`config.mk`:
```
export PLATFORM = sky130hd
export DESIGN_NAME = mem_rw_arbiter_flat
export DESIGN_NICKNAME = d
export VERILOG_FILES = /design/src/rtl/mem_rw_pkg.sv /design/src/rtl/mem_rw_arbiter_if.sv /design/src/rtl/rr_arbiter.sv /design/src/rtl/mem_rw_arbiter.sv /design/src/flat_wrapper.sv
export SDC_FILE = /design/constraint.sdc
export NUM_CORES = 1
export LEC_CHECK = 0
export CAP_MARGIN = 10
export CORE_AREA = 3 3 75 77
export CTS_BUF_LIST = sky130_fd_sc_hd__clkbuf_2
export DETAILED_ROUTE_END_ITERATION = 12
export DIE_AREA = 0 0 78 80
export DONT_BUFFER_PORTS = 1
export GPL_TIMING_DRIVEN = 0
export REMOVE_ABC_BUFFERS = 1
export SYNTH_ARGS = -nofsm -noshare
export SYNTH_HDL_FRONTEND = slang
export SYNTH_SLANG_ARGS = --single-unit
```
`constraint.sdc`:
```
create_clock -name i_clk -period 1.8 [get_ports i_clk]
set_clock_uncertainty 0.1 [all_clocks]
set_input_delay 0.36 -clock i_clk [delete_from_list [all_inputs] [get_ports i_clk]]
set_output_delay 0.36 -clock i_clk [all_outputs]
set_load 0.02 [all_outputs]
```
`src/rtl/mem_rw_pkg.sv`:
```
// Shared types for the mem_rw arbiter front-end.
// Widths, command bundle and read tag.
package mem_rw_pkg;

  localparam int ADDR_W  = 8;
  localparam int DATA_W  = 32;
  localparam int MAX_REQ = 4;

  typedef logic [$clog2(MAX_REQ)-1:0] req_id_t;

  typedef struct packed {
    logic [ADDR_W-1:0] addr;
    logic              rw;
    logic [DATA_W-1:0] data;
  } mem_cmd_t;

  typedef struct packed {
    logic    pend;
    req_id_t id;
  } rd_tag_t;

endpackage

```
`src/rtl/mem_rw_arbiter_if.sv`:
```
// Requester command/response ports plus memory pins.
// master = requesters and memory, slave = arbiter.
interface mem_rw_arbiter_if #(
  parameter int NUM_REQ = 2,
  parameter int ADDR_W  = mem_rw_pkg::ADDR_W,
  parameter int DATA_W  = mem_rw_pkg::DATA_W
);

  logic [NUM_REQ-1:0]             i_req_valid;
  logic [NUM_REQ-1:0]             o_req_ready;
  logic [NUM_REQ-1:0][ADDR_W-1:0] i_req_addr;
  logic [NUM_REQ-1:0]             i_req_rw;
  logic [NUM_REQ-1:0][DATA_W-1:0] i_req_data;
  logic [NUM_REQ-1:0]             o_rsp_valid;
  logic [DATA_W-1:0]              o_rsp_data;
  logic                           o_mem_valid;
  logic [ADDR_W-1:0]              o_mem_addr;
  logic                           o_mem_rw;
  logic [DATA_W-1:0]              o_mem_data;
  logic [DATA_W-1:0]              i_mem_data;

  modport master (
    output i_req_valid, i_req_addr, i_req_rw,
    output i_req_data, i_mem_data,
    input  o_req_ready, o_rsp_valid, o_rsp_data,
    input  o_mem_valid, o_mem_addr, o_mem_rw,
    input  o_mem_data
  );

  modport slave (
    input  i_req_valid, i_req_addr, i_req_rw,
    input  i_req_data, i_mem_data,
    output o_req_ready, o_rsp_valid, o_rsp_data,
    output o_mem_valid, o_mem_addr, o_mem_rw,
    output o_mem_data
  );

endinterface

```
`src/rtl/rr_arbiter.sv`:
```
// Round-robin arbiter: combinational grant from the
// request vector, pointer advances past each winner.
module rr_arbiter #(
  parameter int NUM_REQ = 2,
  localparam int IDW = $clog2(NUM_REQ)
) (
  input  logic               i_clk,
  input  logic               i_reset,
  input  logic [NUM_REQ-1:0] req,
  input  logic               adv,
  output logic [NUM_REQ-1:0] gnt,
  output logic [IDW-1:0]     gnt_id
);

  logic [IDW-1:0] rr_ptr;
  logic [IDW-1:0] sel;
  logic           found;

  // first valid index at or after rr_ptr, cyclically
  always_comb begin
    gnt    = '0;
    gnt_id = '0;
    sel    = '0;
    found  = 1'b0;
    for (int i = 0; i < NUM_REQ; i++) begin
      sel = IDW'((int'(rr_ptr) + i) % NUM_REQ);
      if (!found && req[sel]) begin
        found    = 1'b1;
        gnt[sel] = 1'b1;
        gnt_id   = sel;
      end
    end
  end

  always_ff @(posedge i_clk or posedge i_reset) begin
    if (i_reset) begin
      rr_ptr <= '0;
    end else if (adv) begin
      if (gnt_id == IDW'(NUM_REQ - 1))
        rr_ptr <= '0;
      else
        rr_ptr <= gnt_id + 1'b1;
    end
  end

endmodule

```
`src/rtl/mem_rw_arbiter.sv`:
```
// Shares one single-port memory among NUM_REQ requesters;
// read data is steered back by a pipelined requester tag.
module mem_rw_arbiter #(
  parameter int NUM_REQ = 2,
  parameter int ADDR_W  = mem_rw_pkg::ADDR_W,
  parameter int DATA_W  = mem_rw_pkg::DATA_W
) (
  input logic             i_clk,
  input logic             i_reset,
  mem_rw_arbiter_if.slave bus
);

  import mem_rw_pkg::*;

  localparam int IDW = $clog2(NUM_REQ);

  logic [NUM_REQ-1:0] gnt;
  logic [IDW-1:0]     gnt_id;
  logic               accept;
  rd_tag_t            tag;
  rd_tag_t            tag_q;

  rr_arbiter #(.NUM_REQ(NUM_REQ)) u_arb (
    .i_clk   (i_clk),
    .i_reset (i_reset),
    .req     (bus.i_req_valid),
    .adv     (accept),
    .gnt     (gnt),
    .gnt_id  (gnt_id)
  );

  assign accept          = |gnt;
  assign bus.o_req_ready = gnt;

  always_ff @(posedge i_clk or posedge i_reset) begin
    if (i_reset) begin
      bus.o_mem_valid <= 1'b0;
      bus.o_mem_addr  <= '0;
      bus.o_mem_rw    <= 1'b0;
      bus.o_mem_data  <= '0;
      tag             <= '0;
      tag_q           <= '0;
    end else begin
      bus.o_mem_valid <= accept;
      tag.pend        <= accept & ~bus.i_req_rw[gnt_id];
      tag_q           <= tag;
      if (accept) begin
        bus.o_mem_addr <= bus.i_req_addr[gnt_id];
        bus.o_mem_rw   <= bus.i_req_rw[gnt_id];
        bus.o_mem_data <= bus.i_req_data[gnt_id];
        tag.id         <= req_id_t'(gnt_id);
      end
    end
  end

  // memory output is registered, so data lines up with tag_q
  always_comb begin
    bus.o_rsp_valid = '0;
    bus.o_rsp_valid[tag_q.id[IDW-1:0]] = tag_q.pend;
  end

  assign bus.o_rsp_data = bus.i_mem_data;

endmodule

```
`src/flat_wrapper.sv`:
```
// flat-port wrapper written by rule: the top's interface ports become plain ports
module mem_rw_arbiter_flat import mem_rw_pkg::*;
#(
  parameter int NUM_REQ = 2,
  parameter int ADDR_W  = mem_rw_pkg::ADDR_W,
  parameter int DATA_W  = mem_rw_pkg::DATA_W
)
  (i_clk, i_reset, bus_i_req_valid, bus_i_req_addr, bus_i_req_rw, bus_i_req_data, bus_i_mem_data, bus_o_req_ready, bus_o_rsp_valid, bus_o_rsp_data, bus_o_mem_valid, bus_o_mem_addr, bus_o_mem_rw, bus_o_mem_data);
  mem_rw_arbiter_if #(.NUM_REQ(NUM_REQ), .ADDR_W(ADDR_W), .DATA_W(DATA_W)) bus_i ();
  input logic i_clk;
  input logic i_reset;
  input wire logic [$bits(bus_i.i_req_valid)-1:0] bus_i_req_valid;
  input wire logic [$bits(bus_i.i_req_addr)-1:0] bus_i_req_addr;
  input wire logic [$bits(bus_i.i_req_rw)-1:0] bus_i_req_rw;
  input wire logic [$bits(bus_i.i_req_data)-1:0] bus_i_req_data;
  input wire logic [$bits(bus_i.i_mem_data)-1:0] bus_i_mem_data;
  output wire logic [$bits(bus_i.o_req_ready)-1:0] bus_o_req_ready;
  output wire logic [$bits(bus_i.o_rsp_valid)-1:0] bus_o_rsp_valid;
  output wire logic [$bits(bus_i.o_rsp_data)-1:0] bus_o_rsp_data;
  output wire logic [$bits(bus_i.o_mem_valid)-1:0] bus_o_mem_valid;
  output wire logic [$bits(bus_i.o_mem_addr)-1:0] bus_o_mem_addr;
  output wire logic [$bits(bus_i.o_mem_rw)-1:0] bus_o_mem_rw;
  output wire logic [$bits(bus_i.o_mem_data)-1:0] bus_o_mem_data;
  assign bus_i.i_req_valid = bus_i_req_valid;
  assign bus_i.i_req_addr = bus_i_req_addr;
  assign bus_i.i_req_rw = bus_i_req_rw;
  assign bus_i.i_req_data = bus_i_req_data;
  assign bus_i.i_mem_data = bus_i_mem_data;
  assign bus_o_req_ready = bus_i.o_req_ready;
  assign bus_o_rsp_valid = bus_i.o_rsp_valid;
  assign bus_o_rsp_data = bus_i.o_rsp_data;
  assign bus_o_mem_valid = bus_i.o_mem_valid;
  assign bus_o_mem_addr = bus_i.o_mem_addr;
  assign bus_o_mem_rw = bus_i.o_mem_rw;
  assign bus_o_mem_data = bus_i.o_mem_data;
  mem_rw_arbiter #(.NUM_REQ(NUM_REQ), .ADDR_W(ADDR_W), .DATA_W(DATA_W)) u_core (.i_clk(i_clk), .i_reset(i_reset), .bus(bus_i));
endmodule
```
==> results of run 1 <==
## sequential cells by signal, summed over array words and instances (netlist names)
name,count
u_core.bus.o_mem_addr,8
u_core.bus.o_mem_data,32
u_core.bus.o_mem_rw,1
u_core.bus.o_mem_valid,1
u_core.tag,2
u_core.tag_q,2
u_core.u_arb.rr_ptr,1
## critical path, cell delays in order (launching register included)
cell        delay (ns)
dfrtp_2           0.48
nand2b_4          0.18
nand2_8           0.07
clkinvlp_4        0.13
## worst min-delay path by stage
stage                        from                   endpoint  cells after the start
5_1_grt        bus_i_req_data[19]  u_core.bus.o_mem_data[19]                      2
3_5_place_dp              i_reset   u_core.bus.o_mem_addr[3]                      1
2_1_floorplan       u_core.tag[2]            u_core.tag_q[2]                      0
4_1_cts        bus_i_req_data[18]  u_core.bus.o_mem_data[18]                      2
6_report       bus_i_req_data[24]  u_core.bus.o_mem_data[24]                      2
3_3_place_gp        u_core.tag[2]            u_core.tag_q[2]                      0
## report_power, final
part | internal, mW | switching (mW)
sequential | 1.18 | 0.239
combinational | 0.271 | 0.202
clock | 0.0991 | 0.317
total | 1.55 | 0.757
## logic make-up after synthesis
logic type / count (synthesis) / synth area share
compound gates: 83 / 0.297
flops: 47 / 0.514
simple gates: 11 / 0.0235
buf+inv: 49 / 0.165
## through the flow
| step | TNS (ns) | utilization | worst slack, ns | area (sq um) |
|---|---|---|---|---|
| global placement | -14.64 | 0.396 | -0.507 | 2010 |
| finish | 0 | 0.524 | 0.0703 | 2660 |
| floorplan | -0.242 | - | -0.174 | 1920 |
| detailed placement | -13.72 | 0.400 | -0.676 | 2030 |
| global route | -0.0469 | 0.524 | -0.0469 | 2660 |
| CTS | 0 | 0.520 | 0.0136 | 2640 |
## layout make-up
| type | instances | area share |
|---|---|---|
| multi-input cells | 98 | 0.306 |
| flip-flops and latches | 47 | 0.442 |
| well taps | 70 | 0.0329 |
| inverters | 3 | 0.00658 |
| repair buffers | 53 | 0.197 |
| clock inverters | 2 | 0.00470 |
| clock buffers | 6 | 0.0113 |
## repair_timing
| item | CTS | global route |
|---|---|---|
| cloned | 4 | 0 |
| resized for setup | 11 | 1 |
| hold buffers | 45 | 0 |
| buffers inserted | 5 | 2 |
| pin swaps | 2 | 1 |
| endpoints found under the hold margin | 64 | 0 |
| endpoints found under the setup margin | 45 | 10 |
## layer usage
layer,vias to the layer above,wire [um]
li1,691,-
met1,775,2700
met2,155,3370
met3,8,963
met4,2,59
met5,-,45
## layout by cell type (no fill, tap or decap), types with 2 or more instances in the layout
cell type,n
a21bo_4,2
buf_4,7
clkbuf_2,6
clkinvlp_4,2
dfrtp_1,46
dlygate4sd3_1,45
nand2_4,2
nor2_1,5
nor2b_1,2
o21ba_1,19
o21ba_2,21
o22ai_1,40
==> out/results.ini, run 1 <==
[logic_synthesis]
synth_area_sq_um=2290
synth_top_area_share=0.514
synth-seq-area-share=0.514
synthFlopType=dfrtp_1
synth_cell_types=18
synth_top_cells_by_count=dfrtp_1, o22ai_1, buf_4
yosysMostFrequentCell=dfrtp_1
async_reset_ff_frac=1.00
yosys_warnings=0
syn_avg_cell_area_sq_um=12.0
syn_inst=190
synth_top_area_cell=dfrtp_1
synth_edf_count=0
ys_ff_latch=47
ys_top_cells_by_area=dfrtp_1, o22ai_1, buf_4

[route]
drtAntennaViolNets=0
via_per_inst=5.85
drc_errors=0
finalWirelength_um=7130
first_pass_iters=4
drtIter0Drc=37
wl_per_cell_um=25.6
vias=1631

[die]
core_sq_um=5070
rows=26
io_pins=196
die_area_sq_um=6240
fp.dieW_um=78
initial_core_util=0.451
dieHeight_um=80

[worst_setup_path]
crit_end=bus_o_req_ready[1]
start_kind=flop
arrival_ns=1.27
critPathKind=flop to output pin
reg2reg_from=u_core.u_arb.rr_ptr
crit_path_end_kind=output pin
crit_required_ns=1.34
r2r_cells=5
crit_fanout=4
crit_path_start=u_core.u_arb.rr_ptr
r2r_end=u_core.bus.o_mem_data[7]
r2r_slack_ns=0.19

[grt]
grt_use_total=0.231
top_usage_layer=met2
grt_max_degree=43
use_met2=0.384
antenna_found_initial=0
grt_use_met3=0.140
first_global_vias=1850
grt_pass1_wl_um=10300
gr-total-overflow=0
use_met1=0.245

[layout]
syn_to_final_growth_pct=16.3
nets=326
fillerInstances=412
stdcell_count=279
multi_input_area_sq_um=813
insertedDiodeCount=0
layout-drive-gt1-share=0.239
seqCellArea_sq_um=1180

[flow_run]
max_cap_viol_count=0

[power]
power_per_cell_area_nw_per_um2=868
p_leak_nw=1.08
peakVddDrop_uv=482
total_power_mw=2.31

[place]
numPlacedInstances=215
gp_congestion=0.678
dpl.hpwl_um=4570
portBuffers=0

[sta]
min_period_ns=1.73
finalMaxSlewViolations=0
hold_viol=0
relSlewSlack=0.449
holdWs_ns=0.0885
tightestPinTransition_ns=0.827
clock.fmax_mhz=578
rsz0062_at_grt=yes
finalCritPeriodShare=0.961
setup_viol=0

[cts]
cts.path.max_buffers=2
insertion_delay_ns=0.40
cts.reportedPaths.clkPinSlew_ns=0.22
htreeDepth=2
cts_tree=yes
numCtsBuffers=5
cts-root-buf=clkbuf_2
clock-sinks=47

[worst_hold_path]
hold_class=input port to flop

[status]
status=finished clean

Power figures use the tool's default switching activity.
==> run 2: changes to the inputs <==
GPL_ROUTABILITY_DRIVEN = 0   (was not set)
==> results of run 2 <==
Final layout, timing and power as in run 1 (identical DEF).
==> run 3: changes to the inputs <==
CORE_AREA = 3 3 76 78   (was 3 3 75 77)
DIE_AREA = 0 0 79 81   (was 0 0 78 80)
SYNTH_HIERARCHICAL = 1   (was not set)
==> run 3 against run 2 <==
  * Maximum frequency shrank 1.0%
  * Routed wire length grew 4.9%
  * Worst setup slack lost 0.018 ns
  * Synthesized cell count grew 24%
  * Combinational power grew 40%
  * Critical path depth grew 2
  * Sequential share of layout area is the same
  * Largest power group unchanged
  * Sequential power grew 12%
  * Register-to-register slack lost 0.14 ns
==> out/results.ini, run 3 <==
[worst_hold_path]
hold_class=input port to flop

[grt]
grt_pass1_wl_um=10400  ; +0.74%
gr-total-overflow=0  ; unchanged
grt_use_total=0.223  ; -0.00733
antenna_found_initial=0  ; unchanged
grt_max_degree=34  ; -21%
first_global_vias=1812  ; -2.1%

[logic_synthesis]
ys_ff_latch=47  ; unchanged
synth_xor_area_frac=0  ; unchanged
synthFlopType=dfrtp_1
syn_inst=235  ; +24%
synthMuxAreaShare=0.163  ; +0.163
synth-seq-area-share=0.451  ; -0.0631
synth_top_area_cell=dfrtp_1
synthSimpleGateAreaFrac=0.0998  ; +0.0763
syn_avg_cell_area_sq_um=11.1  ; -7.8%
ys_top_cells_by_area=dfrtp_1, mux2i_1, a21oi_2
async_reset_ff_frac=1.00  ; unchanged
synth_top_family_by_area=multiplexers
yosys_warnings=6  ; +6
synth_compound_area_frac=0.146  ; -0.152
synthAdderAreaFrac=0  ; unchanged
synth_top_area_share=0.451  ; -0.0631
synth_edf_count=0  ; unchanged
synth_cell_types=18  ; unchanged
synth_top_cells_by_count=dfrtp_1, mux2i_1, nor3_1
synth_area_sq_um=2610  ; +14%
yosysMostFrequentCell=dfrtp_1

[sta]
relSlewSlack=0.602  ; +0.153
finalMaxSlewViolations=0  ; unchanged
clock.fmax_mhz=572  ; -1.0%
setup_viol=0  ; unchanged
rsz0062_at_grt=yes
fin_ws_ns=0.0523  ; -0.0179 ns
tightestPinTransition_ns=0.594  ; -0.233 ns
finalCritPeriodShare=0.971  ; +0.00997
min_period_ns=1.75  ; +0.0179 ns
hold_viol=0  ; unchanged
holdWs_ns=0.0487  ; -0.0397 ns

[worst_setup_path]
crit_required_ns=2.01  ; +0.67 ns
path_cells=nand2b_4, and2_4, or2_4, buf_4, mux2_4
start_kind=flop
crit_path_end_kind=flop
max_stage_delay_ns=0.48  ; about the same
arrival_ns=1.95  ; +0.68 ns
critPathKind=flop to flop
worst_path_max_delay_cell=dfrtp_2
crit_fanout=6  ; +2

[die]
io_pins=196  ; unchanged
initial_core_util=0.508  ; +0.0566
core_sq_um=5140  ; +1.3%
rows=26  ; unchanged
dieHeight_um=81  ; +1.3%
die_area_sq_um=6400  ; +2.5%
fp.dieW_um=79  ; +1.3%

[layout]
insertedDiodeCount=0  ; unchanged
stdcell_count=282  ; +1.1%
top_regs=u_core/bus.o_mem_data: 32 flops, u_core/bus.o_mem_addr: 8 flops
regMostFlops=u_core/bus.o_mem_data
nets=329  ; +0.92%
largest_reg_flops=32  ; unchanged
final_common_cell=dfrtp_1
layout-drive-gt1-share=0.344  ; +0.105
most-common-layout-cells=dfrtp_1, mux2i_1, nor3_1
final_util=0.518  ; -0.00664
syn_to_final_growth_pct=2.01

[route]
first_pass_iters=4  ; unchanged
drtIter0Drc=58  ; +57%
vias=1737  ; +6.5%
via_per_inst=6.16  ; +5.4%
drc_errors=0  ; unchanged
wl_per_cell_um=26.5  ; +3.7%
finalWirelength_um=7480  ; +4.9%
drtAntennaViolNets=0  ; unchanged

[cts]
numCtsBuffers=5  ; unchanged
cts.reportedPaths.clkPinSlew_ns=0.24  ; +0.02 ns
cts-root-buf=clkbuf_2
htreeDepth=2  ; unchanged
cts_tree=yes
cts.path.max_buffers=2  ; unchanged
insertion_delay_ns=0.38  ; -0.02 ns
clock-sinks=47  ; unchanged

[power]
internal_power_mw=1.76  ; +13%
power_per_cell_area_nw_per_um2=1050  ; +21%
p_leak_nw=1.08  ; about the same
combPwrFrac=0.236  ; +0.031
pwr-share-clk=0.196  ; +0.016
seqPwrFrac=0.568  ; -0.047
p_switching_mw=1.04  ; +37%
peakVddDrop_uv=488  ; +1.2%
netSwitchingFraction=0.370  ; +0.0424

[place]
pre_cts_ws_ns=-0.816  ; -0.141 ns
dpl.hpwl_um=4950  ; +8.3%
portBuffers=0  ; unchanged
numPlacedInstances=257  ; +20%

[flow_run]
max_cap_viol_count=0  ; unchanged

[status]
status=finished clean

## run 3: cell types whose count changed in the layout (fill, tap and decap cells not counted), sizes merged, moves of 2 or more
cell | previous run | this run
nor2 | 5 | 1
dlygate4sd3 | 45 | 3
mux2i | 0 | 41
nor3 | 0 | 41
o21ba | 40 | 0
nand2 | 3 | 0
and2 | 1 | 7
a21boi | 0 | 2
buf | 8 | 13
clkinvlp | 2 | 0
a21oi | 1 | 41
a21bo | 3 | 0
o22ai | 40 | 0
## run 3: final timing paths
check	from	endpoint	cells past startpoint	slack, ns
setup / recovery	flop	u_core/tag[0]	5	0.05
max in group asynchronous	i_reset	u_core/bus.o_mem_data[30]	3	0.75
setup reg to reg	flop	u_core/tag[0]	5	0.05
hold reg to reg	u_core/tag[2]	u_core/tag_q[2]	0	0.29
min in group asynchronous	i_reset	async pin	2	0.20
hold / removal	bus_i_req_data[24]	u_core/bus.o_mem_data[24]	2	0.05
## run 3: repair_timing
item,in CTS,in global routing
setup endpoints to repair,47,6
cloned,4,1
pin swaps,4,2
hold buffers,2,1
endpoints found under the hold margin,20,1
buffers inserted,7,2
resized for setup,4,1
## run 3: layout make-up
cell class | instances | area (sq um)
clock inverters | 3 | 38.8
inverters | 2 | 7.51
multi-input cells | 138 | 1120
repair buffers | 17 | 206
fillers | 487 | 2480
well taps | 70 | 87.6
clock buffers | 5 | 25.0
flip-flops and latches | 47 | 1180
## run 3: kinds of logic (layout without fill, tap and decap cells)
group | count (synthesis) | count (layout)
flops | 47 | 47
buf+inv | 54 | 27
compound gates | 43 | 44
mux | 42 | 42
simple gates | 49 | 52
## run 3: routing by layer
layer	track usage	up-vias	wire length, um
li1	-	751	-
met1	0.270	829	3050
met2	0.322	151	3200
met3	0.155	6	1180
met4	0.0464	0	40
met5	0.0667	-	0
## run 3: per-stage QoR
step,cell area [sq um],power [mW],setup TNS [ns]
finish,2660,2.80,0
global route,2660,2.95,-0.0167
CTS,2630,2.81,0
detailed placement,2440,2.20,-28.19
global placement,2340,2.14,-225.66
floorplan,2250,2.03,-145.00
## run 3: critical path: cells and delay by family (launching register included)
kind,cells,cell delay [ns]
muxes,1,0.29
and+or+nand+nor,3,0.64
buffers and inverters,1,0.16
DFF,1,0.48
## run 3: power by group through the flow
stage / clock (mW) / sequential, mW / combinational, mW
after floorplan: 0 / 1.56 / 0.472
after global placement: 0 / 1.60 / 0.537
after detailed placement: 0 / 1.61 / 0.586
after CTS: 0.570 / 1.59 / 0.652
after global routing: 0.619 / 1.61 / 0.718
final: 0.549 / 1.59 / 0.661
